--- config.mk ---
export PLATFORM = sky130hd
export DESIGN_NAME = shared_reg_arbiter
export DESIGN_NICKNAME = d
export VERILOG_FILES = /design/src/rtl/shared_reg_arbiter.sv
export SDC_FILE = /design/constraint.sdc
export NUM_CORES = 1
export LEC_CHECK = 0
export BUFFER_PORTS_ARGS = -buffer_cell sky130_fd_sc_hd__buf_4
export CORE_MARGIN = 2
export CORE_UTILIZATION = 40
export DETAILED_ROUTE_END_ITERATION = 10
export GPL_TIMING_DRIVEN = 0
export MAX_ROUTING_LAYER = met4
export PLACE_DENSITY = 0.68
export SLEW_MARGIN = 10
export SYNTH_ARGS = -nofsm -noshare
export SYNTH_HDL_FRONTEND = slang
export SYNTH_SLANG_ARGS = --single-unit
--- constraint.sdc ---
create_clock -name clk -period 5.98 [get_ports clk]
set_clock_uncertainty 0.05 [all_clocks]
set_input_delay 0.598 -clock clk [delete_from_list [all_inputs] [get_ports clk]]
set_output_delay 0.598 -clock clk [all_outputs]
set_load 0.02 [all_outputs]
--- src/rtl/shared_reg_arbiter.sv ---
// Round-robin arbiter granting one requester at a time write access to a shared
// WIDTH-bit register, followed by a HOLD_CYC-cycle lock before re-arbitration.
module shared_reg_arbiter #(
    parameter int WIDTH    = 8,
    parameter int N_REQ    = 4,
    parameter int HOLD_CYC = 2
) (
    input  logic                       clk,
    input  logic                       rst,
    input  logic [N_REQ-1:0]           req,
    input  logic [N_REQ*WIDTH-1:0]     wdata,
    output logic [N_REQ-1:0]           gnt,
    output logic [WIDTH-1:0]           q,
    output logic [$clog2(N_REQ)-1:0]   owner,
    output logic                       busy
);

    localparam int IW = $clog2(N_REQ);
    localparam logic [7:0] HOLD_LOAD = 8'((HOLD_CYC > 0) ? HOLD_CYC - 1 : 0);
    localparam logic [IW-1:0] LAST_IDX = IW'(N_REQ - 1);

    typedef enum logic [1:0] {IDLE, WRITE, HOLD} state_t;

    state_t          state;
    logic [IW-1:0]   ptr;
    logic [IW-1:0]   cur;
    logic [7:0]      hold_cnt;

    logic [IW-1:0]   win_idx;
    logic            win_vld;
    logic [IW-1:0]   scan_idx;
    logic [IW-1:0]   ptr_next;
    logic [WIDTH-1:0] slice [N_REQ];

    always_comb begin
        for (int i = 0; i < N_REQ; i++) begin
            slice[i] = wdata[i*WIDTH +: WIDTH];
        end
    end

    // Walk from ptr upward with wrap; the first set request wins.
    always_comb begin
        win_idx  = '0;
        win_vld  = 1'b0;
        scan_idx = ptr;
        for (int off = 0; off < N_REQ; off++) begin
            if (!win_vld && req[scan_idx]) begin
                win_vld = 1'b1;
                win_idx = scan_idx;
            end
            scan_idx = (scan_idx == LAST_IDX) ? '0 : scan_idx + 1'b1;
        end
    end

    assign ptr_next = (win_idx == LAST_IDX) ? '0 : win_idx + 1'b1;

    always_ff @(posedge clk or posedge rst) begin
        if (rst) begin
            state    <= IDLE;
            ptr      <= '0;
            cur      <= '0;
            hold_cnt <= '0;
            gnt      <= '0;
            q        <= '0;
            owner    <= '0;
            busy     <= 1'b0;
        end else begin
            case (state)
                IDLE: begin
                    if (win_vld) begin
                        gnt   <= {{(N_REQ-1){1'b0}}, 1'b1} << win_idx;
                        cur   <= win_idx;
                        ptr   <= ptr_next;
                        state <= WRITE;
                        busy  <= 1'b1;
                    end
                end
                WRITE: begin
                    q     <= slice[cur];
                    owner <= cur;
                    gnt   <= '0;
                    if (HOLD_CYC > 0) begin
                        state    <= HOLD;
                        hold_cnt <= HOLD_LOAD;
                        busy     <= 1'b1;
                    end else begin
                        state <= IDLE;
                        busy  <= 1'b0;
                    end
                end
                HOLD: begin
                    // Requests are deliberately not looked at while locked.
                    if (hold_cnt == 8'd0) begin
                        state <= IDLE;
                        busy  <= 1'b0;
                    end else begin
                        hold_cnt <= hold_cnt - 8'd1;
                    end
                end
                default: begin
                    state <= IDLE;
                    busy  <= 1'b0;
                    gnt   <= '0;
                end
            endcase
        end
    end

endmodule

==> results.sh, run 1 <==
export IMPL_status="finished, final reports clean"
export IMPL_vias_per_cell=5.377
export IMPL_path_max_fanout=10
export IMPL_rsz0062_at_grt="false"
export IMPL_yosys_warnings=0
export IMPL_cts_inserted_buffers=5
export IMPL_hold_violations=0
export IMPL_rows=25
export IMPL_worstPathCellList="ha_1 > buf_6 > or4b_4 > o41a_4 > o21a_4 > buf_6 > nor4b_4 > nor2_1 > ha_1 > mux2_1"
export IMPL_synth_cell_types=47
export IMPL_synth_nets=241
export IMPL_cts_tree="done"
export IMPL_reg2reg_to="ptr[1]"
export IMPL_nFillCells=441
export IMPL_grt_overflow=0
export IMPL_synthArstFlopShare=1.000
export IMPL_gp_congestion=0.8598
export IMPL_timing_rr_start="ptr[1]"
export IMPL_grt_util_all_layers=0.1776
export IMPL_worstSetupPathType="reg2reg"
export IMPL_cts_resized=0
export IMPL_required_ns=6.10
export IMPL_rr_worst_depth=10
export IMPL_cts_max_level=2
export IMPL_hold_path_class="in2async"
export IMPL_crit_cells=10
export IMPL_cellPowerDensity_mw_per_mm2=578.8
export IMPL_dp_hpwl_um=3239
export IMPL_grt_pass1_wl_um=7320
export IMPL_wirelength_um=4329
export IMPL_fin_tns_setup_ns=0
export IMPL_cp_arrival_ns=3.10
export IMPL_yosys_register_bits=29
export IMPL_yosysTopAreaCellShare=0.3752
export IMPL_layout_common_cells="buf_4, nand2_1, dfrtp_1"
export IMPL_wl_per_cell_um=13.96
export IMPL_antenna_found_initial=0
export IMPL_relSlewSlack=0.3064
export IMPL_cap_violations=0
export IMPL_grt_max_degree=30
export IMPL_die_w_um=73.54
export IMPL_synthTopCellsByArea="dfrtp_1, mux4_2, nand2_1, ha_1, a21oi_1"
export IMPL_design_core_area_sq_mm=0.004692
export IMPL_drive_above_1_share=0.3320
export IMPL_num_nets_final=300
export IMPL_hold_buffers=0
export IMPL_startpoint_type="register"
export IMPL_tightest_slew_ns=1.034
export IMPL_final_core_util=0.5344
export IMPL_root_buffer="clkbuf_8"
export IMPL_drtIter0Drc=62
export IMPL_vias=1667
export IMPL_fp_dieH_um=73.54
export IMPL_avgSynthCellArea_sq_um=9.869
export IMPL_io_buffers=52
export IMPL_synth_cells=196
export IMPL_firstDrtPassIters=4
export IMPL_diodes=0
export IMPL_synth_area_leader_cell="dfrtp_1"
export IMPL_setup_worst_path_end_class="register"
export IMPL_ir_worst_vdd_mv=0.3404
export IMPL_clockBufferDepth=2
export IMPL_p_leak_nw=1.160
export IMPL_drcViolationCount=0
export IMPL_layout_commonest_cell="buf_4"
export IMPL_path_buf_inv=2
export IMPL_max_freq_mhz=336.1
export IMPL_clk_pin_slew_ns=0.06
export IMPL_slowest_delay_ns=0.48
export IMPL_clock_latency_ns=0.29
export IMPL_io_pins=53
export IMPL_critical_path_top_delay_family="simple AND/OR/NAND/NOR gates"
export IMPL_hold_worst_slack_ns=0.3868
export IMPL_placed_area_sq_mm=0.002392
export IMPL_ys_seq_area_frac=0.3752
export IMPL_synth_edff_count=0
export IMPL_r2r_slack_ns=3.00
export IMPL_start_util=0.4123
export IMPL_synth_cell_area_sq_mm=0.001934
export IMPL_slew_viol_final=0
export IMPL_cts_setup_buffers=0
export IMPL_yosys_most_used_dff="dfrtp_1"
export IMPL_finalInstanceArea_sq_mm=0.002507
export IMPL_dieArea_sq_mm=0.005408
export IMPL_antenna_left=0
export IMPL_area_delta_synth_final_pct=29.62
export IMPL_finalCriticalPeriod_ns=2.976
export IMPL_setup_viol=0
export IMPL_grt_pass1_vias=1657
export IMPL_cts_sinks=29
export IMPL_fin_crit_sh=0.4976
export IMPL_crit_slowest_cell="or4b_4"
==> routing by layer <==
metal | share of wire | wire length [um] | global-route usage
met2 | 0.46 | 2003 | 0.3006
met4 | 0.011 | 48 | 0.05253
met1 | 0.47 | 2044 | 0.2127
met3 | 0.054 | 232 | 0.03704
met5 | 0 | 0 | -
==> flip-flops by register name, summed over array words and instances (netlist names) <==
name and cells:
hold_cnt 8, q 8, gnt 4, cur 2, owner 2, ptr 2
state 2, busy 1
==> worst register-to-register path, stage by stage (launching register included) <==
cell     delay, ns
dfrtp_1       0.40
ha_1          0.35
buf_6         0.17
or4b_4        0.48
o41a_4        0.13
o21a_4        0.14
buf_6         0.14
nor4b_4       0.30
nor2_1        0.11
ha_1          0.28
mux2_1        0.28
==> Yosys cell counts, drive strengths merged, types with 2 or more instances <==
library cell / number
a21oi: 11
a221oi: 2
a311o: 2
buf: 5
clkbuf: 6
dfrtp: 29
ha: 7
inv: 7
mux2: 3
mux2i: 3
mux4: 10
nand2: 39
nand2b: 2
nand3: 10
nor2: 12
nor2b: 2
nor3: 6
o211ai: 8
o21a: 2
o21ai: 8
o31ai: 2
or2: 2
xnor2: 2
xor2: 2
==> worst max-delay path by stage <==
stage / startpoint / to / slack [ns]
finish: ptr[1] / ptr[1] / 3.00
global route: ptr[1] / ptr[1] / 2.89
CTS: ptr[1] / ptr[1] / 2.99
detailed placement: ptr[1] / ptr[1] / 3.01
global placement: ptr[1] / ptr[1] / 3.01
floorplan: ptr[0] / ptr[1] / 3.18
==> report_power, final <==
group | switching (mW) | leakage (nW) | internal, mW
sequential | 0.0517 | 0.368 | 0.282
clock | 0.0799 | 0.0543 | 0.124
combinational | 0.514 | 0.738 | 0.399
total | 0.646 | 1.16 | 0.806
==> final cells by class <==
cell class	count	area, sq um	share of cell area
multi-input cells	149	1124	0.4481
well taps	54	67.56	0.02695
clock buffers	5	68.82	0.02745
clock inverters	3	46.29	0.01846
repair buffers	52	390.4	0.1557
plain buffers	11	58.81	0.02345
inverters	7	26.28	0.01048
flip-flops and latches	29	725.7	0.2894
==> per-stage QoR <==
stage               power (mW)  setup slack [ns]  instances
floorplan                1.024             3.176        196
global placement         1.244             3.009        302
detailed placement       1.255             3.015        302
CTS                      1.467             2.995        310
global route             1.583             2.888        310
finish                   1.451             3.004        310
==> cells by family (layout without fill, tap and decap cells) <==
logic type / after synthesis / in the layout / share of synthesized area
muxes: 16 / 16 / 0.1494
DFF: 29 / 29 / 0.3752
xor gates and xnor gates: 4 / 4 / 0.01811
adders and majority gates: 7 / 7 / 0.04528
and+or+nand+nor: 79 / 79 / 0.1966
AOI/OAI and AO/OA: 43 / 43 / 0.1714
buffers and inverters: 18 / 78 / 0.04398
Power figures use the tool's default switching activity.
==> run 2, diff against run 1 <==
--- a/config.mk
+++ b/config.mk
@@ -5,6 +5,7 @@
 export SDC_FILE = /design/constraint.sdc
 export NUM_CORES = 1
 export LEC_CHECK = 0
+export ABC_AREA = 1
 export BUFFER_PORTS_ARGS = -buffer_cell sky130_fd_sc_hd__buf_4
 export CORE_MARGIN = 2
 export CORE_UTILIZATION = 40
==> constraint.sdc (replaced) <==
create_clock -name clk -period 3.1 [get_ports clk]
set_clock_uncertainty 0.05 [all_clocks]
set_input_delay 0.31 -clock clk [delete_from_list [all_inputs] [get_ports clk]]
set_output_delay 0.31 -clock clk [all_outputs]
set_load 0.02 [all_outputs]
==> run 2 against run 1 <==
  * First-iteration DRC count grew 16%
  * Global-route usage shrank 0.34 points
  * Sequential share of layout area is 0.50 points higher
  * Routed wire length increased by 1.7%
  * Cell count up 22%
  * Utilization fell by 0.91 points
  * Fmax up 30%
  * Non-clock buffer count is 5 lower
  * Hold slack worse by 0.13 ns
  * Setup slack got worse by 2.2 ns
  * Synthesized area shrank 0.52%
  * Largest cell class unchanged
==> results.sh, run 2 <==
export IMPL_cp_arrival_ns=2.40
export IMPL_tightest_slew_ns=1.072
export IMPL_startpoint_type="register"
export IMPL_critical_path_top_delay_family="simple AND/OR/NAND/NOR gates"
export IMPL_synth_edff_count=0
export IMPL_cts_resized=0
export IMPL_layout_commonest_cell="nand2_1"
export IMPL_power_switching_mw=1.493
export IMPL_grt_overflow=0
export IMPL_synth_commonest_cells="nand2_1, nor2_1, dfrtp_1"
export IMPL_fin_tns_setup_ns=0
export IMPL_pwr_share_comb=0.673
export IMPL_io_buffers=52
export IMPL_fin_crit_sh=0.7393
export IMPL_cts_tree="done"
export IMPL_grt_pass1_wl_um=7203
export IMPL_wl_per_cell_um=11.68
export IMPL_cts_inserted_buffers=5
export IMPL_io_pins=53
export IMPL_root_buffer="clkbuf_8"
export IMPL_path_max_fanout=7
export IMPL_die_w_um=73.36
export IMPL_synthArstFlopShare=1.000
export IMPL_yosys_register_bits=29
export IMPL_rows=25
export IMPL_yosys_most_used_dff="dfrtp_1"
export IMPL_power_internal_mw=1.409
export IMPL_hold_violations=0
export IMPL_cts_sinks=29
export IMPL_start_util=0.4101
export IMPL_antenna_left=0
export IMPL_design_core_area_sq_mm=0.004692
export IMPL_synth_most_common_cell="nand2_1"
export IMPL_rsz0062_at_grt="false"
export IMPL_ir_worst_vdd_mv=0.6324
export IMPL_slew_viol_final=0
export IMPL_dp_hpwl_um=3352
export IMPL_p_seq_frac=0.226
export IMPL_hold_buffers=0
export IMPL_synth_nets=308
export IMPL_status="finished, final reports clean"
export IMPL_dieArea_sq_mm=0.005382
export IMPL_cellPowerDensity_mw_per_mm2=1178
export IMPL_relSlewSlack=0.2846
export IMPL_clkPwrFrac=0.102
export IMPL_slowest_delay_ns=0.42
export IMPL_synth_cell_types=32
export IMPL_fin_ws_ns=0.8082
export IMPL_avgSynthCellArea_sq_um=7.317
export IMPL_clockBufferDepth=2
export IMPL_required_ns=3.21
export IMPL_cap_violations=0
export IMPL_cts_setup_buffers=0
export IMPL_synth_cells=263
export IMPL_num_nets_final=367
export IMPL_top_regs="hold_cnt (8), q (8), gnt (4)"
export IMPL_clk_pin_slew_ns=0.07
export IMPL_grt_util_all_layers=0.1741
export IMPL_gp_congestion=0.8821
export IMPL_path_buf_inv=3
export IMPL_synthTopCellsByArea="dfrtp_1, nand2_1, nor2_1, o21ai_0, ha_1"
export IMPL_r2r_slack_ns=0.81
export IMPL_setup_viol=0
export IMPL_diodes=0
export IMPL_drcViolationCount=0
export IMPL_wirelength_um=4404
export IMPL_clock_latency_ns=0.27
export IMPL_worstPathCellList="ha_1 > inv_1 > nand2_1 > nand2_2 > nor2_8 > nand3_2 > clkinv_1 > nand2_1 > nand2_2 > inv_2 > ha_1 > nand2_1 > o21ai_2"
export IMPL_grt_max_degree=30
export IMPL_hold_path_class="in2async"
export IMPL_yosysTopAreaCellShare=0.3771
export IMPL_p_leak_nw=1.284
export IMPL_max_freq_mhz=436.3
export IMPL_worstSetupPathType="reg2reg"
export IMPL_layout_common_cells="nand2_1, buf_4, nor2_1"
export IMPL_finalCriticalPeriod_ns=2.292
export IMPL_synth_area_leader_cell="dfrtp_1"
export IMPL_nFillCells=489
export IMPL_sw_frac_of_total=0.5145
export IMPL_firstDrtPassIters=4
export IMPL_yosys_warnings=0
export IMPL_final_core_util=0.5253
export IMPL_drtIter0Drc=72
export IMPL_cts_max_level=2
export IMPL_area_delta_synth_final_pct=28.09
export IMPL_synth_cell_area_sq_mm=0.001924
export IMPL_crit_slowest_cell="dfrtp_1"
export IMPL_vias_per_cell=4.902
export IMPL_path_common_cell="nand2_1"
export IMPL_grt_pass1_vias=1641
export IMPL_ys_seq_area_frac=0.3771
export IMPL_dp_slack_ns=0.8106
export IMPL_setup_worst_path_end_class="register"
export IMPL_antenna_found_initial=0
export IMPL_vias=1848
export IMPL_fp_dieH_um=73.36
export IMPL_drive_above_1_share=0.2910
export IMPL_power_mw=2.903
run 2: cell types whose count changed after synthesis, moves of 6 or more:
cell | before | now
a21oi_1 | 11 | 1
inv_1 | 6 | 21
mux4_2 | 10 | 0
nand2_1 | 39 | 64
nand2_2 | 0 | 11
nand3_1 | 10 | 16
nor2_1 | 12 | 41
o211ai_1 | 7 | 0
o21ai_0 | 6 | 23
run 2: worst paths after layout:
kind / startpoint / depth (start not counted) / endpoint
setup / recovery: ptr[1] / 13 / ptr[1]
hold / removal: rst / 2 / hold_cnt[5]
setup reg to reg: ptr[1] / 13 / ptr[1]
hold reg to reg: gnt[2] / 2 / gnt[2]
max in group asynchronous: rst / 2 / q[4]
min in group clk: wdata[13] / 3 / q[5]
run 2: cells by family after synthesis:
family / count (synthesis) / synth area share
xor gates and xnor gates: 3 / 0.01366
AOI/OAI and AO/OA: 40 / 0.1222
buffers and inverters: 36 / 0.07737
adders and majority gates: 7 / 0.04551
DFF: 29 / 0.3771
and+or+nand+nor: 148 / 0.3641
run 2: worst register-to-register path: stages (launching register included):
cell and delay, ns:
dfrtp_1 0.42, ha_1 0.42, inv_1 0.12, nand2_1 0.09, nand2_2 0.08, nor2_8 0.15, nand3_2 0.10, clkinv_1 0.09
nand2_1 0.09, nand2_2 0.12, inv_2 0.05, ha_1 0.26, nand2_1 0.08, o21ai_2 0.05
run 2: power groups by stage:
stage / registers [mW] / logic (mW) / clock network (mW)
3_5_place_dp: 0.661 / 1.96 / 0
6_report: 0.655 / 1.95 / 0.295
2_1_floorplan: 0.743 / 1.41 / 0
3_3_place_gp: 0.659 / 1.93 / 0
4_1_cts: 0.656 / 1.97 / 0.307
5_1_grt: 0.677 / 2.21 / 0.326
run 2: area by class of cell:
cell class,count,area (sq um),share of cell area
repair buffers,52,390.4,0.1584
well taps,54,67.56,0.02741
flip-flops and latches,29,725.7,0.2944
clock inverters,2,10.01,0.004061
inverters,30,117.6,0.04772
clock buffers,6,72.57,0.02944
multi-input cells,198,1050,0.4259
plain buffers,6,31.28,0.01269
run 2: layer usage:
metal  track usage  vias up  wire length, um
met5             -        -                0
met4       0.04848        0               22
met3       0.03704        2              219
met2        0.2753       38             2158
met1        0.2263      838             2004
li1              -      970                -
run 2: through the flow:
stage	hold WS, ns	instances	area, sq um
2_1_floorplan	0.3381	263	1924
3_3_place_gp	0.4059	369	2382
3_5_place_dp	0.4095	369	2382
6_report	0.2534	377	2465
5_1_grt	0.3019	377	2465
4_1_cts	0.2867	377	2465
==> run 3, diff against run 2 <==
--- a/config.mk
+++ b/config.mk
@@ -5,14 +5,14 @@
 export SDC_FILE = /design/constraint.sdc
 export NUM_CORES = 1
 export LEC_CHECK = 0
-export ABC_AREA = 1
+export ABC_AREA = 0
 export BUFFER_PORTS_ARGS = -buffer_cell sky130_fd_sc_hd__buf_4
 export CORE_MARGIN = 2
 export CORE_UTILIZATION = 40
 export DETAILED_ROUTE_END_ITERATION = 10
 export GPL_TIMING_DRIVEN = 0
 export MAX_ROUTING_LAYER = met4
-export PLACE_DENSITY = 0.68
+export PLACE_DENSITY = 0.7
 export SLEW_MARGIN = 10
 export SYNTH_ARGS = -nofsm -noshare
 export SYNTH_HDL_FRONTEND = slang
==> constraint.sdc (replaced) <==
create_clock -name clk -period 1.8 [get_ports clk]
set_clock_uncertainty 0.05 [all_clocks]
set_input_delay 0.18 -clock clk [delete_from_list [all_inputs] [get_ports clk]]
set_output_delay 0.18 -clock clk [all_outputs]
set_load 0.02 [all_outputs]
==> run 3 against run 2 <==
  * The run now ends with negative setup slack left
  * Hold slack lost 0.14 ns
  * Routed wire length increased by 15%
  * Power is 110% higher
  * Non-clock buffer count increased by 29
  * Clock power grew 80%
  * Sequential share of layout area is 4.0 points lower
  * Design area rose by 16%
  * Register-to-register slack lost 1.8 ns
  * Sequential power up 86%
  * Critical path depth shrank 1
  * Global-route usage rose by 1.5 points
  * Combinational power is 120% higher
  * Highest routed layer unchanged
==> results.sh, run 3 (synthesis results as in run 1) <==
export IMPL_status="finished with violations"
export IMPL_fin_tns_setup_ns=-7.166
export IMPL_crit_start="ptr[0]"
export IMPL_hold_buffers=0
export IMPL_gp_congestion=0.7974
export IMPL_area_delta_synth_final_pct=47.41
export IMPL_grt_util_all_layers=0.1892
export IMPL_seqCellArea_sq_um=725.7
export IMPL_place_inst=302
export IMPL_worstSetupPathType="reg2reg"
export IMPL_cp_arrival_ns=2.88
export IMPL_layout_cells_non_filler=334
export IMPL_die_w_um=73.54
export IMPL_diodes=0
export IMPL_required_ns=1.91
export IMPL_finalCriticalPeriod_ns=2.770
export IMPL_antenna_left=0
export IMPL_wl_met3_um=294
export IMPL_io_buffers=52
export IMPL_crit_path_end="gnt[2]"
export IMPL_timing_rr_start="ptr[0]"
export IMPL_grt_pass1_vias=1775
export IMPL_wirelength_um=5043
export IMPL_clk_pin_slew_ns=0.07
export IMPL_firstDrtPassIters=4
export IMPL_layout_common_cells="buf_4, nand2_1, dfrtp_1"
export IMPL_top_regs="hold_cnt (8), q (8), gnt (4)"
export IMPL_root_buffer="clkbuf_8"
export IMPL_antenna_found_initial=0
export IMPL_vias_per_cell=5.428
export IMPL_hold_worst_slack_ns=0.1174
export IMPL_hold_violations=0
export IMPL_grt_max_degree=30
export IMPL_fin_ws_ns=-0.9699
export IMPL_placed_area_sq_mm=0.002419
export IMPL_cts_inserted_buffers=5
export IMPL_cts_max_level=2
export IMPL_slew_viol_final=0
export IMPL_grt_overflow=0
export IMPL_drcViolationCount=0
export IMPL_wl_per_cell_um=15.10
export IMPL_power_mw=5.965
export IMPL_rows=25
export IMPL_ir_worst_vdd_mv=1.040
export IMPL_fp_dieH_um=73.54
export IMPL_grt_pass1_wl_um=7776
export IMPL_dieArea_sq_mm=0.005408
export IMPL_hold_path_class="in2async"
export IMPL_reg2reg_to="gnt[2]"
export IMPL_setup_worst_path_end_class="register"
export IMPL_rr_worst_depth=12
export IMPL_finalInstanceArea_sq_mm=0.002851
export IMPL_startpoint_type="register"
export IMPL_p_leak_nw=1.311
export IMPL_fin_crit_sh=1.539
export IMPL_clock_latency_ns=0.29
export IMPL_violations="negative setup slack"
export IMPL_dp_hpwl_um=3185
export IMPL_top_layer="met4"
export IMPL_design_core_area_sq_mm=0.004692
export IMPL_met1Wirelength_um=2096
export IMPL_cellPowerDensity_mw_per_mm2=2092
export IMPL_vias=1813
export IMPL_r2r_slack_ns=-0.97
export IMPL_cts_sinks=29
export IMPL_start_util=0.4123
export IMPL_relSlewSlack=0.2791
export IMPL_num_nets_final=324
export IMPL_setup_viol=10
export IMPL_tightest_slew_ns=1.080
export IMPL_nFillCells=388
export IMPL_io_pins=53
export IMPL_routed_wl_met2_um=2576
export IMPL_drtIter0Drc=100
export IMPL_dp_slack_ns=-1.075
export IMPL_final_core_util=0.6077
export IMPL_max_freq_mhz=361.0
export IMPL_cap_violations=0
export IMPL_multi_input_area_sq_mm=0.001274
export IMPL_cts_tree="done"
export IMPL_drive_above_1_share=0.4714
export IMPL_layout_commonest_cell="buf_4"
export IMPL_clockBufferDepth=2
export IMPL_rsz0062_at_grt="true"
export IMPL_path_max_fanout=5
==> run 3: changes by cell type in the layout (fill, tap and decap cells not counted), sizes merged, moves of 9 or more <==
| cell | before | now |
|---|---|---|
| a21oi | 2 | 11 |
| o21ai | 26 | 8 |
| inv | 29 | 7 |
| nor2 | 44 | 12 |
| mux4 | 0 | 10 |
| nand3 | 22 | 10 |
| nand2 | 77 | 39 |
| buf | 54 | 83 |
==> run 3: timing repair <==
| action | 4_1_cts | 5_1_grt |
|---|---|---|
| pin swaps | 11 | 13 |
| hold endpoints to repair | 0 | 0 |
| gates resized for setup | 16 | 17 |
| setup endpoints to repair | 23 | 20 |
| setup buffers | 14 | 14 |
==> run 3: report_power, final <==
| part | internal [mW] | switching [mW] | total, mW |
|---|---|---|---|
| Sequential | 0.935 | 0.290 | 1.22 |
| Combinational | 2.16 | 2.05 | 4.21 |
| Clock | 0.266 | 0.266 | 0.532 |
| Total | 3.36 | 2.61 | 5.96 |
==> run 3: area by class of cell <==
type | count | share of cell area
multi-input combinational | 149 | 0.4467
sequential | 29 | 0.2545
timing repair buffer | 78 | 0.2137
clock buffer | 5 | 0.02413
tap | 54 | 0.02369
buffer | 9 | 0.02194
inverter | 7 | 0.009215
clock inverter | 3 | 0.006143
==> run 3: worst min-delay path by stage <==
stage          slack (ns)     end  depth (start not counted)
6_report             0.12    q[4]                          2
3_3_place_gp         0.41    q[1]                          2
2_1_floorplan        0.21    busy                          1
5_1_grt              0.22  cur[1]                          2
3_5_place_dp         0.41    q[1]                          2
4_1_cts              0.16    q[6]                          2
==> run 3: critical path, cell delays in order (launching register included) <==
cell and delay, ns:
dfrtp_1 0.41, ha_4 0.27, buf_6 0.13, or4b_4 0.48, o41a_4 0.13, o21a_4 0.14, buf_8 0.13, nor4b_4 0.30
nor2_2 0.10, buf_4 0.15, ha_4 0.15, o211ai_1 0.10, a21oi_1 0.10
==> run 3: routing by layer <==
layer  vias up  track usage
met5         -            -
met4         0      0.04848
li1        879            -
met3        10      0.05350
met2        49       0.3323
met1       875       0.2105
